`src/rtl/jogo_pkg.sv`:
```
// Shared definitions for the memory-sequence game control unit:
// 4-bit state codes shown on the debug display, the code shown for an
// illegal state, and the lower bounds accepted for the unit's parameters.
package jogo_pkg;

    typedef enum logic [3:0] {
        INICIAL        = 4'h0,
        PREPARACAO     = 4'h1,
        INICIO_RODADA  = 4'h2,
        ESPERA         = 4'h3,
        REGISTRA       = 4'h4,
        COMPARA        = 4'h5,
        PROXIMA        = 4'h6,
        PROXIMA_RODADA = 4'h7,
        FINAL_ACERTO   = 4'h8,
        FINAL_ERRO     = 4'h9,
        FINAL_TIMEOUT  = 4'hA
    } estado_t;

    // Debug code displayed while the state register holds an unused encoding
    localparam logic [3:0] DB_ILEGAL = 4'hF;

    // Smallest legal values for the round count and the per-play timeout
    localparam int MIN_RODADAS = 2;
    localparam int MIN_TIMEOUT = 2;

endpackage

```
`src/rtl/unidade_controle_rodadas_if.sv`:
```
// Signal bundle between the round control unit and its environment
// (top-level wrapper inputs plus datapath control outputs).
// master: the side driving iniciar/jogada/igual/fimE; slave: the control unit.
interface unidade_controle_rodadas_if #(
    parameter int W_RODADA = 4
);
    logic                iniciar;
    logic                jogada;
    logic                igual;
    logic                fimE;
    logic                zeraE;
    logic                contaE;
    logic                zeraR;
    logic                registraR;
    logic [W_RODADA-1:0] rodada;
    logic                acertou;
    logic                errou;
    logic                timeout;
    logic                pronto;
    logic [3:0]          db_estado;

    modport master (
        output iniciar, jogada, igual, fimE,
        input  zeraE, contaE, zeraR, registraR, rodada,
        input  acertou, errou, timeout, pronto, db_estado
    );

    modport slave (
        input  iniciar, jogada, igual, fimE,
        output zeraE, contaE, zeraR, registraR, rodada,
        output acertou, errou, timeout, pronto, db_estado
    );
endinterface

```
`src/rtl/contador_timeout.sv`:
```
// Per-play timer: counts cycles while conta is high and raises fim once the
// count reaches MAX-1. It holds there instead of wrapping so a late play
// can never make the timeout disappear. zera has priority over conta.
module contador_timeout #(
    parameter int MAX = 5000
) (
    input  logic clock,
    input  logic reset,
    input  logic zera,
    input  logic conta,
    output logic fim
);
    localparam int W = (MAX > 1) ? $clog2(MAX) : 1;

    logic [W-1:0] contagem_reg;

    // Saturating up-counter with synchronous clear
    always_ff @(posedge clock or negedge reset) begin
        if (!reset) begin
            contagem_reg <= '0;
        end else if (zera) begin
            contagem_reg <= '0;
        end else if (conta && !fim) begin
            contagem_reg <= contagem_reg + 1'b1;
        end
    end

    assign fim = (contagem_reg == W'(MAX - 1));

endmodule

```
`src/rtl/unidade_controle_rodadas.sv`:
```
// Round-based control unit for the memory-sequence game. Round k needs k+1
// correct plays; the unit steers the external address counter, play
// register and comparator through Moore outputs decoded from the state.
// Optional feature macro: UC_TIMEOUT_EN builds the per-play timer and the
// final_timeout state; without it espera waits forever and timeout is 0.
module unidade_controle_rodadas
    import jogo_pkg::*;
#(
    parameter int N_RODADAS      = 16,
    parameter int TIMEOUT_CICLOS = 5000,
    parameter int W_RODADA       = $clog2(N_RODADAS)
) (
    input  logic                        clock,
    input  logic                        reset,
    unidade_controle_rodadas_if.slave   bus
);

    if (N_RODADAS < MIN_RODADAS) begin : g_erro_rodadas
        $error("N_RODADAS must be at least %0d", MIN_RODADAS);
    end
    if (TIMEOUT_CICLOS < MIN_TIMEOUT) begin : g_erro_timeout
        $error("TIMEOUT_CICLOS must be at least %0d", MIN_TIMEOUT);
    end

    localparam logic [W_RODADA-1:0] ULTIMA_RODADA = W_RODADA'(N_RODADAS - 1);

    estado_t             state_reg, state_next;
    logic [W_RODADA-1:0] rodada_reg, rodada_next;

`ifdef UC_TIMEOUT_EN
    logic fim_timer;

    // Timer runs only while waiting for a play and restarts on every other state
    contador_timeout #(
        .MAX (TIMEOUT_CICLOS)
    ) u_timer (
        .clock (clock),
        .reset (reset),
        .zera  (state_reg != ESPERA),
        .conta (state_reg == ESPERA),
        .fim   (fim_timer)
    );
`endif

    // State and round registers; reset aborts a game at once
    always_ff @(posedge clock or negedge reset) begin
        if (!reset) begin
            state_reg  <= INICIAL;
            rodada_reg <= '0;
        end else begin
            state_reg  <= state_next;
            rodada_reg <= rodada_next;
        end
    end

    // Round index: cleared while preparing, advanced (never past the last) between rounds
    always_comb begin
        rodada_next = rodada_reg;
        if (state_reg == PREPARACAO) begin
            rodada_next = '0;
        end else if (state_reg == PROXIMA_RODADA && rodada_reg != ULTIMA_RODADA) begin
            rodada_next = rodada_reg + 1'b1;
        end
    end

    // Next-state logic; jogada only matters in espera, where it beats the timer
    always_comb begin
        state_next = state_reg;
        case (state_reg)
            INICIAL:        if (bus.iniciar) state_next = PREPARACAO;
            PREPARACAO:     state_next = INICIO_RODADA;
            INICIO_RODADA:  state_next = ESPERA;
            ESPERA: begin
                if (bus.jogada) begin
                    state_next = REGISTRA;
                end
`ifdef UC_TIMEOUT_EN
                else if (fim_timer) begin
                    state_next = FINAL_TIMEOUT;
                end
`endif
            end
            REGISTRA:       state_next = COMPARA;
            COMPARA: begin
                if (!bus.igual) begin
                    state_next = FINAL_ERRO;
                end else if (!bus.fimE) begin
                    state_next = PROXIMA;
                end else if (rodada_reg == ULTIMA_RODADA) begin
                    state_next = FINAL_ACERTO;
                end else begin
                    state_next = PROXIMA_RODADA;
                end
            end
            PROXIMA:        state_next = ESPERA;
            PROXIMA_RODADA: state_next = INICIO_RODADA;
            FINAL_ACERTO,
            FINAL_ERRO:     if (bus.iniciar) state_next = PREPARACAO;
`ifdef UC_TIMEOUT_EN
            FINAL_TIMEOUT:  if (bus.iniciar) state_next = PREPARACAO;
`endif
            default:        state_next = INICIAL;
        endcase
    end

    // Moore outputs decoded from the current state only
    always_comb begin
        bus.zeraE     = 1'b0;
        bus.contaE    = 1'b0;
        bus.zeraR     = 1'b0;
        bus.registraR = 1'b0;
        bus.acertou   = 1'b0;
        bus.errou     = 1'b0;
        bus.timeout   = 1'b0;
        bus.pronto    = 1'b0;
        bus.db_estado = state_reg;
        case (state_reg)
            INICIAL, PREPARACAO: begin
                bus.zeraE = 1'b1;
                bus.zeraR = 1'b1;
            end
            INICIO_RODADA:  bus.zeraE     = 1'b1;
            REGISTRA:       bus.registraR = 1'b1;
            PROXIMA:        bus.contaE    = 1'b1;
            ESPERA, COMPARA, PROXIMA_RODADA: ;
            FINAL_ACERTO: begin
                bus.pronto  = 1'b1;
                bus.acertou = 1'b1;
            end
            FINAL_ERRO: begin
                bus.pronto = 1'b1;
                bus.errou  = 1'b1;
            end
`ifdef UC_TIMEOUT_EN
            FINAL_TIMEOUT: begin
                bus.pronto  = 1'b1;
                bus.timeout = 1'b1;
            end
`endif
            default:        bus.db_estado = DB_ILEGAL;
        endcase
    end

    assign bus.rodada = rodada_reg;

endmodule

```
`src/flat_wrapper.sv`:
```
// flat-port wrapper written by rule: the top's interface ports become plain ports
module unidade_controle_rodadas_flat import jogo_pkg::*;
#(
    parameter int N_RODADAS      = 16,
    parameter int TIMEOUT_CICLOS = 5000,
    parameter int W_RODADA       = $clog2(N_RODADAS)
)
  (clock, reset, bus_iniciar, bus_jogada, bus_igual, bus_fimE, bus_zeraE, bus_contaE, bus_zeraR, bus_registraR, bus_rodada, bus_acertou, bus_errou, bus_timeout, bus_pronto, bus_db_estado);
  unidade_controle_rodadas_if #(.W_RODADA(W_RODADA)) bus_i ();
  input  logic clock;
  input  logic reset;
  input wire logic [$bits(bus_i.iniciar)-1:0] bus_iniciar;
  input wire logic [$bits(bus_i.jogada)-1:0] bus_jogada;
  input wire logic [$bits(bus_i.igual)-1:0] bus_igual;
  input wire logic [$bits(bus_i.fimE)-1:0] bus_fimE;
  output wire logic [$bits(bus_i.zeraE)-1:0] bus_zeraE;
  output wire logic [$bits(bus_i.contaE)-1:0] bus_contaE;
  output wire logic [$bits(bus_i.zeraR)-1:0] bus_zeraR;
  output wire logic [$bits(bus_i.registraR)-1:0] bus_registraR;
  output wire logic [$bits(bus_i.rodada)-1:0] bus_rodada;
  output wire logic [$bits(bus_i.acertou)-1:0] bus_acertou;
  output wire logic [$bits(bus_i.errou)-1:0] bus_errou;
  output wire logic [$bits(bus_i.timeout)-1:0] bus_timeout;
  output wire logic [$bits(bus_i.pronto)-1:0] bus_pronto;
  output wire logic [$bits(bus_i.db_estado)-1:0] bus_db_estado;
  assign bus_i.iniciar = bus_iniciar;
  assign bus_i.jogada = bus_jogada;
  assign bus_i.igual = bus_igual;
  assign bus_i.fimE = bus_fimE;
  assign bus_zeraE = bus_i.zeraE;
  assign bus_contaE = bus_i.contaE;
  assign bus_zeraR = bus_i.zeraR;
  assign bus_registraR = bus_i.registraR;
  assign bus_rodada = bus_i.rodada;
  assign bus_acertou = bus_i.acertou;
  assign bus_errou = bus_i.errou;
  assign bus_timeout = bus_i.timeout;
  assign bus_pronto = bus_i.pronto;
  assign bus_db_estado = bus_i.db_estado;
  unidade_controle_rodadas #(.N_RODADAS(N_RODADAS), .TIMEOUT_CICLOS(TIMEOUT_CICLOS), .W_RODADA(W_RODADA)) u_core (.clock(clock), .reset(reset), .bus(bus_i));
endmodule
```
`config.mk`:
```
export PLATFORM = sky130hd
export DESIGN_NAME = unidade_controle_rodadas_flat
export DESIGN_NICKNAME = d
export VERILOG_FILES = /design/src/rtl/jogo_pkg.sv /design/src/rtl/unidade_controle_rodadas_if.sv /design/src/rtl/contador_timeout.sv /design/src/rtl/unidade_controle_rodadas.sv /design/src/flat_wrapper.sv
export SDC_FILE = /design/constraint.sdc
export NUM_CORES = 1
export LEC_CHECK = 0
export ABC_AREA = 1
export BUFFER_PORTS_ARGS = -buffer_cell sky130_fd_sc_hd__buf_4
export CAP_MARGIN = 10
export CORE_MARGIN = 5
export CORE_UTILIZATION = 39
export DETAILED_ROUTE_END_ITERATION = 16
export GPL_ROUTABILITY_DRIVEN = 0
export PLACE_DENSITY = 0.7
export REMOVE_ABC_BUFFERS = 1
export SLEW_MARGIN = 20
export SYNTH_ARGS = -nofsm -noshare
export SYNTH_HDL_FRONTEND = slang
export SYNTH_SLANG_ARGS = --single-unit
```
`constraint.sdc`:
```
create_clock -name clock -period 1.8 [get_ports clock]
set_input_delay 0.45 -clock clock [delete_from_list [all_inputs] [get_ports clock]]
set_output_delay 0.45 -clock clock [all_outputs]
set_load 0.005 [all_outputs]
```
### After elaboration in Yosys (flattened, before gate mapping)

Index checks and enable logic that the tools add are counted.

* add/sub/neg operators: 1
* equal/unequal tests: 13
* muxes and demuxes: 16
* reductions and logical operators: 11

Operators with widths (number)
* $mux W4: 8
* $pmux W4 S6: 1
* $eq A4 B3 Y1 const B: 4
* $eq A4 B4 Y1 const B: 3
* $reduce_or A10 Y1: 1
* $eq A4 B2 Y1 const B: 2
* $reduce_or A2 Y1: 4
* $mux W1: 7
* $reduce_or A3 Y1: 2
* $add A4 B1 Y4 const B: 1
* $eq A4 B1 Y1 const B: 1
* $logic_not A4 Y1: 1
* $ne A4 B4 Y1 const B: 1
* $ne A2 B1 Y1 const B: 1
* $ne A2 B2 Y1 const B: 1
* $reduce_and A2 Y1: 1
* $reduce_bool A2 Y1: 1
* $logic_and A1 B1 Y1: 1

* bits in registers: 8
* bits of input ports: 6
* logic and storage cells: 43

### Logic depth before layout (Yosys ltp)

Gate-level depths: netlist (run 1).

* depth in word-level cells: 5
* mapped depth: 8

### Worst setup path before layout (run 1)

No wires, ideal clock.

* path type: register to output
* start: register u_core.state_reg[1]
* end: output bus_acertou
* arrival: 884 ps
* setup slack: 466 ps
* cell stages (with the launch flop): 6
* path buffers: 0
* cells stage by stage: dfrtp_1 -> inv_1 -> nand2_1 -> nor2_1 -> inv_1 -> nor2_1

* cells in the longest elaborated chain, start to end: 2

Ends and longest elaborated chain
* start, declared: RTL line unidade_controle_rodadas.sv:27 `estado_t state_reg, state_next;`
* start signal, assigned: RTL line unidade_controle_rodadas.sv:51 `state_reg <= state_next;`
* $eq A4 B4 Y1: RTL line unidade_controle_rodadas.sv:117 `case (state_reg)`
* $mux W1: RTL line unidade_controle_rodadas.sv:117
* end, declared: RTL line flat_wrapper.sv:21 `output wire logic [$bits(bus_i.acertou)-1:0] bus_acertou;`

No other way between the ends.

### Final worst setup path (run 1)

* start: register u_core.state_reg[2]
* end: output bus_errou

* cells in the longest elaborated chain, start to end: 2

Ends and longest elaborated chain
* $eq A4 B4 Y1: RTL line unidade_controle_rodadas.sv:117
* $mux W1: RTL line unidade_controle_rodadas.sv:117
* end, declared: RTL line flat_wrapper.sv:22 `output wire logic [$bits(bus_i.errou)-1:0] bus_errou;`

No other way between the ends.

==> impl_metrics.toml, run 1 <==
[status]
status = "finished clean"

[routing]
drt_pre_antenna_iters = 4
drc = 0
drt_wl_total_um = 1360
ant_nets = 0
viasPerCell = 4.87
drtIter0Drc = 12
dr_total_vias = 594
avgRoutedWirePerCell_um = 11.2

[final_layout]
nFillCells = 139
finalNonFillerCells = 122
fin_nets = 116
drive_gt1_share_pct = 37.4
final_area_um2 = 768
final_util_pct = 56.9
diodes = 0
area_growth_pct = 34.6

[setup_path]
worstPathArrival_ns = 1.23
r2r_start = "u_core.bus.rodada[0]$_DFFE_PN0P_"
timing.rr.end = "u_core.state_reg[0]$_DFFE_PN0P_"
regToRegSetupSlack_ns = 0.45
critPathMaxFanout = 5
path_class = "register to primary output"
crit_path_end_kind = "primary output"
r2r_cells = 8
start_kind = "register"
required_ns = 1.35

[global_routing]
grt_pass1_vias = 520
grt.total_usage_pct = 13.8
antenna_found_initial = 0
grt_max_degree = 9
grt_overflow = 0
grt_first_pass_wirelength_um = 2220

[yosys]
yosysWarnings = 0
netlist_top_cells_area = "dfrtp_1 35%, nand2_1 18%, nand3_1 8.8%"
synth_cells = 85
avgSynthCellArea_um2 = 6.71
yosysSeqAreaShare_pct = 35.1
synth_top_area_share_pct = 35.1
synth_cell_types = 18
syn_area_um2 = 571
ys_seq_elements = 8
yosysTopAreaCell = "dfrtp_1"

[sta]
finalSetupViolations = 0
skew_ns = 0.00293
timing.setup.tns_ns = 0
rsz0062_at_grt = "false"
period_minus_slack_ns = 1.68
fmax_mhz = 594
period_share_pct = 93.5
slew_violations = 0
hold_viol_final = 0

[power_and_ir_drop]
irDropWorstVdd_mv = 0.570
p_leak_nw = 0.426
p_per_area_nw_per_um2 = 1420

[clocking]
root_buffer = "clkbuf_4"
cts_tree = "done"
clock_path_buffers = 2
numCtsBuffers = 3
cts_max_level = 1
clk_latency_ns = 0.25
cts.sinks = 8
post-cts-setup-buffer-count = 0
path_clk_slew_ns = 0.05

[run]
cap_violations = 0

[die]
core_um2 = 1350
die_y_um = 48.3
die_w_um = 48.3
ios = 22
dieArea_um2 = 2330
start_util_pct = 42.3
num_rows = 13

[placed_design]
port-buffer-count = 20
hpwl_um = 1110
dp_cells = 118
place_area_um2 = 728

[min_path]
holdPathEnd = "u_core.state_reg[3]$_DFFE_PN0P_"
hold_start = "bus_igual"
hold_class = "primary input to register"
hold_depth = 4
-- power breakdown --
part	total, mW	switching, mW	internal [mW]
clock network	0.135	0.0593	0.0762
logic	0.645	0.360	0.285
registers	0.313	0.0728	0.240
-- synthesized netlist by cell type (all sizes together) --
library cell / n
nor2: 15
a21oi: 1
a31oi: 1
nand4: 3
dfrtp: 8
nand3: 10
ha: 1
xnor2: 1
nand2: 33
buf: 1
clkbuf: 1
conb: 1
inv: 9
-- what timing repair did --
| item | in CTS | in global routing |
|---|---|---|
| endpoints found under the hold margin | 0 | 4 |
| hold buffers | 0 | 1 |
| resized for setup | 0 | 4 |
| endpoints found under the setup margin | 0 | 3 |
-- cell families (layout without fill, tap and decap cells) --
| logic type | Yosys count | count (layout) | synth area share (%) |
|---|---|---|---|
| buffers and inverters | 11 | 33 | 7.89 |
| AOI/OAI and AO/OA | 2 | 2 | 1.97 |
| other | 1 | 1 | 0.657 |
| xor gates and xnor gates | 1 | 1 | 1.54 |
| DFF | 8 | 8 | 35.1 |
| adders and majority gates | 1 | 1 | 2.19 |
| and+or+nand+nor | 61 | 61 | 50.7 |
-- worst max-delay path by stage --
stage / start / end / cells after the start
floorplan: u_core.state_reg[1]$_DFFE_PN0P_ / bus_acertou / 5
global placement: u_core.state_reg[2]$_DFFE_PN0P_ / bus_acertou / 6
detailed placement: u_core.state_reg[1]$_DFFE_PN0P_ / bus_errou / 6
CTS: u_core.state_reg[1]$_DFFE_PN0P_ / bus_errou / 6
global route: u_core.state_reg[2]$_DFFE_PN0P_ / bus_errou / 6
finish: u_core.state_reg[2]$_DFFE_PN0P_ / bus_errou / 6
-- worst max-delay path, stage by stage, from the launching register on --
cell     delay (ns)
dfrtp_1        0.39
inv_2          0.11
nand2_2        0.09
nor2_2         0.10
inv_1          0.06
nor2_1         0.10
buf_4          0.13
-- stage by stage --
stage	hold slack (ns)	worst slack [ns]	power, mW
after CTS	0.00779	0.0554	1.08
final	0.474	0.117	1.09
after global routing	0.496	0.0185	1.21
after global placement	0.276	0.394	0.938
after floorplan	0.154	0.466	0.704
after detailed placement	0.278	0.329	0.943
-- layout make-up --
type	count	area, um2	area share [%]
Clock buffer	3	22.5	2.93
Tap cell	15	18.8	2.44
Inverter	9	33.8	4.40
Sequential cell	8	200	26.1
Multi-Input combinational cell	66	333	43.3
Timing Repair Buffer	21	160	20.8
-- routing by layer --
metal,track usage [%],share of wire (%),up-vias
met5,0,0,-
met4,3.76,0.29,0
met3,5.90,5.7,2
met2,20.3,47,9
met1,18.4,47,270
li1,-,-,313
-- cells in the final DEF (no fill, tap or decap) --
master          n
a21oi_1         1
a31oi_1         1
buf_4          20
clkbuf_4        3
conb_1          1
dfrtp_1         8
dlygate4sd3_1   1
ha_1            1
inv_1           5
inv_2           4
nand2_1        26
nand2_2         6
nand2_4         1
nand3_1        10
nand4_1         3
nor2_1          9
nor2_2          4
nor2_4          2
xnor2_1         1
Note: power is estimated with default switching activity, not from simulation.
==> run 2: changes to the inputs <==
CORE_AREA = 5 5 42 44   (was not set)
CORE_MARGIN = not set   (was 5)
CORE_UTILIZATION = not set   (was 39)
DIE_AREA = 0 0 47 49   (was not set)
PLACE_DENSITY = 0.75   (was 0.7)
==> run 2 against run 1 <==
Effect of this change:
- critical path type unchanged
- critical endpoint unchanged
- core utilization is 3.1 points lower
- flip-flop and latch count stayed put
- setup slack worse by 0.028 ns
- maximum frequency is 1.7% lower
- cell area is 1.8% lower
- sequential share of layout area is 0.48 points higher
- power is 2.1% lower
- clock skew is 0.00090 ns lower
- largest cell class unchanged
- critical path depth stayed put
- sequential power hardly changed
- die area is 1.1% lower
- non-clock buffer count is 1 lower
==> impl_metrics.toml, run 2 (synthesized netlist as in run 1, its figures left out) <==
[min_path]
hold_class = "primary input to asynchronous set/reset pin"

[setup_path]
critPathMaxFanout = 4
start_kind = "register"
r2r_start = "u_core.bus.rodada[0]$_DFFE_PN0P_"
crit_path_max_incr_delay_ns = 0.39
required_ns = 1.35
crit_path_end_kind = "primary output"
r2r_cells = 8
crit_chain = "inv_1, nand2_1, nor2_2, inv_1, nor2_1, buf_4"
path_class = "register to primary output"
timing.rr.end = "u_core.state_reg[0]$_DFFE_PN0P_"
regToRegSetupSlack_ns = 0.47
cp_slowest_cell = "dfrtp_1"
worstPathArrival_ns = 1.26
cp_common_cell = "inv_1"
cp-startpoint = "u_core.state_reg[1]$_DFFE_PN0P_"

[sta]
period_share_pct = 95.1
skew_ns = 0.00203
finalSetupViolations = 0
slew_violations = 0
timing.setup.tns_ns = 0
fmax_mhz = 584
period_minus_slack_ns = 1.71
final.setup.worst_slack_ns = 0.0890
hold_viol_final = 0

[die]
core_um2 = 1400
dieArea_um2 = 2300
start_util_pct = 40.7
die_w_um = 47
ios = 22
die_y_um = 49
num_rows = 14

[placed_design]
port-buffer-count = 20
place_ws_ns = 0.341
hpwl_um = 1070
place_area_um2 = 729

[final_layout]
final_area_um2 = 754
area_growth_pct = 32.2
mostFrequentLayoutCells = "27 x nand2_1, 20 x buf_4, 10 x nor2_1, 10 x nand3_1, 8 x dfrtp_1"
drive_gt1_share_pct = 34.9
fin_nets = 115
mostFrequentLayoutCell = "nand2_1"
diodes = 0
final_util_pct = 53.8

[clocking]
numCtsBuffers = 3
cts_tree = "done"
cts_max_level = 1
path_clk_slew_ns = 0.05
clk_latency_ns = 0.25
root_buffer = "clkbuf_4"
clock_path_buffers = 2
cts.sinks = 8

[status]
status = "finished clean"

[power_and_ir_drop]
p_total_mw = 1.07
p_leak_nw = 0.423
p_per_area_nw_per_um2 = 1420
irDropWorstVdd_mv = 0.510

[routing]
ant_nets = 0
drt_pre_antenna_iters = 3
drc = 0
dr_total_vias = 595
avgRoutedWirePerCell_um = 10.5
drtIter0Drc = 3
viasPerCell = 4.88
drt_wl_total_um = 1280

[global_routing]
grt.total_usage_pct = 12.1
grt_pass1_vias = 546
grt_first_pass_wirelength_um = 2150
grt_max_degree = 9
antenna_found_initial = 0
grt_overflow = 0

[run]
cap_violations = 0
-- run 2: cell types whose count changed in the layout (fill, tap and decap cells not counted) --
cell           delta
dlygate4sd3_1     -1
inv_1             +1
inv_2             -1
nand2_1           +1
nand2_2           -1
nor2_1            +1
nor2_2            -1
-- run 2: area by class of cell --
class,instances,area [um2]
Fill cell,154,647
Inverter,9,33.8
Multi-Input combinational cell,66,328
Tap cell,16,20.0
Sequential cell,8,200
Timing Repair Buffer,20,150
Clock buffer,3,22.5
-- run 2: power by group --
group	switching [mW]	total (mW)	internal, mW
logic	0.349	0.628	0.279
clock network	0.0558	0.132	0.0760
registers	0.0696	0.310	0.240
-- run 2: worst max path at each step --
stage                       end  slack (ns)  cells past startpoint
finish                bus_errou        0.09                      6
global route        bus_acertou       -0.02                      6
CTS                 bus_acertou        0.07                      6
detailed placement  bus_acertou        0.34                      6
global placement      bus_errou        0.40                      6
floorplan           bus_acertou        0.47                      5
-- run 2: per-layer routing --
metal / global-route usage (%) / routed length [um] / vias to the layer above
met2: 19.0 / 582 / 21
met4: 4.15 / 0 / 0
met1: 16.2 / 565 / 265
li1: - / - / 309
met5: 0 / 0 / -
met3: 2.21 / 132 / 0
-- run 2: metrics by stage --
step,cells,hold WS (ns)
after floorplan,83,0.154
after global placement,119,0.276
after detailed placement,119,0.276
after CTS,122,0.00560
after global routing,122,0.00661
final,122,0.0107
-- run 2: timing repair --
item                                   4_1_cts  5_1_grt
buffers inserted                             0        0
endpoints found under the hold margin        0        0
hold buffers                                 0        0
resized for setup                            0        1
setup endpoints to repair                    0        2
-- run 2: critical path, delay by kind of cell (launching register included) --
kind                   cells  cell delay (ns)
and+or+nand+nor            3             0.32
DFF                        1             0.39
buffers and inverters      3             0.28
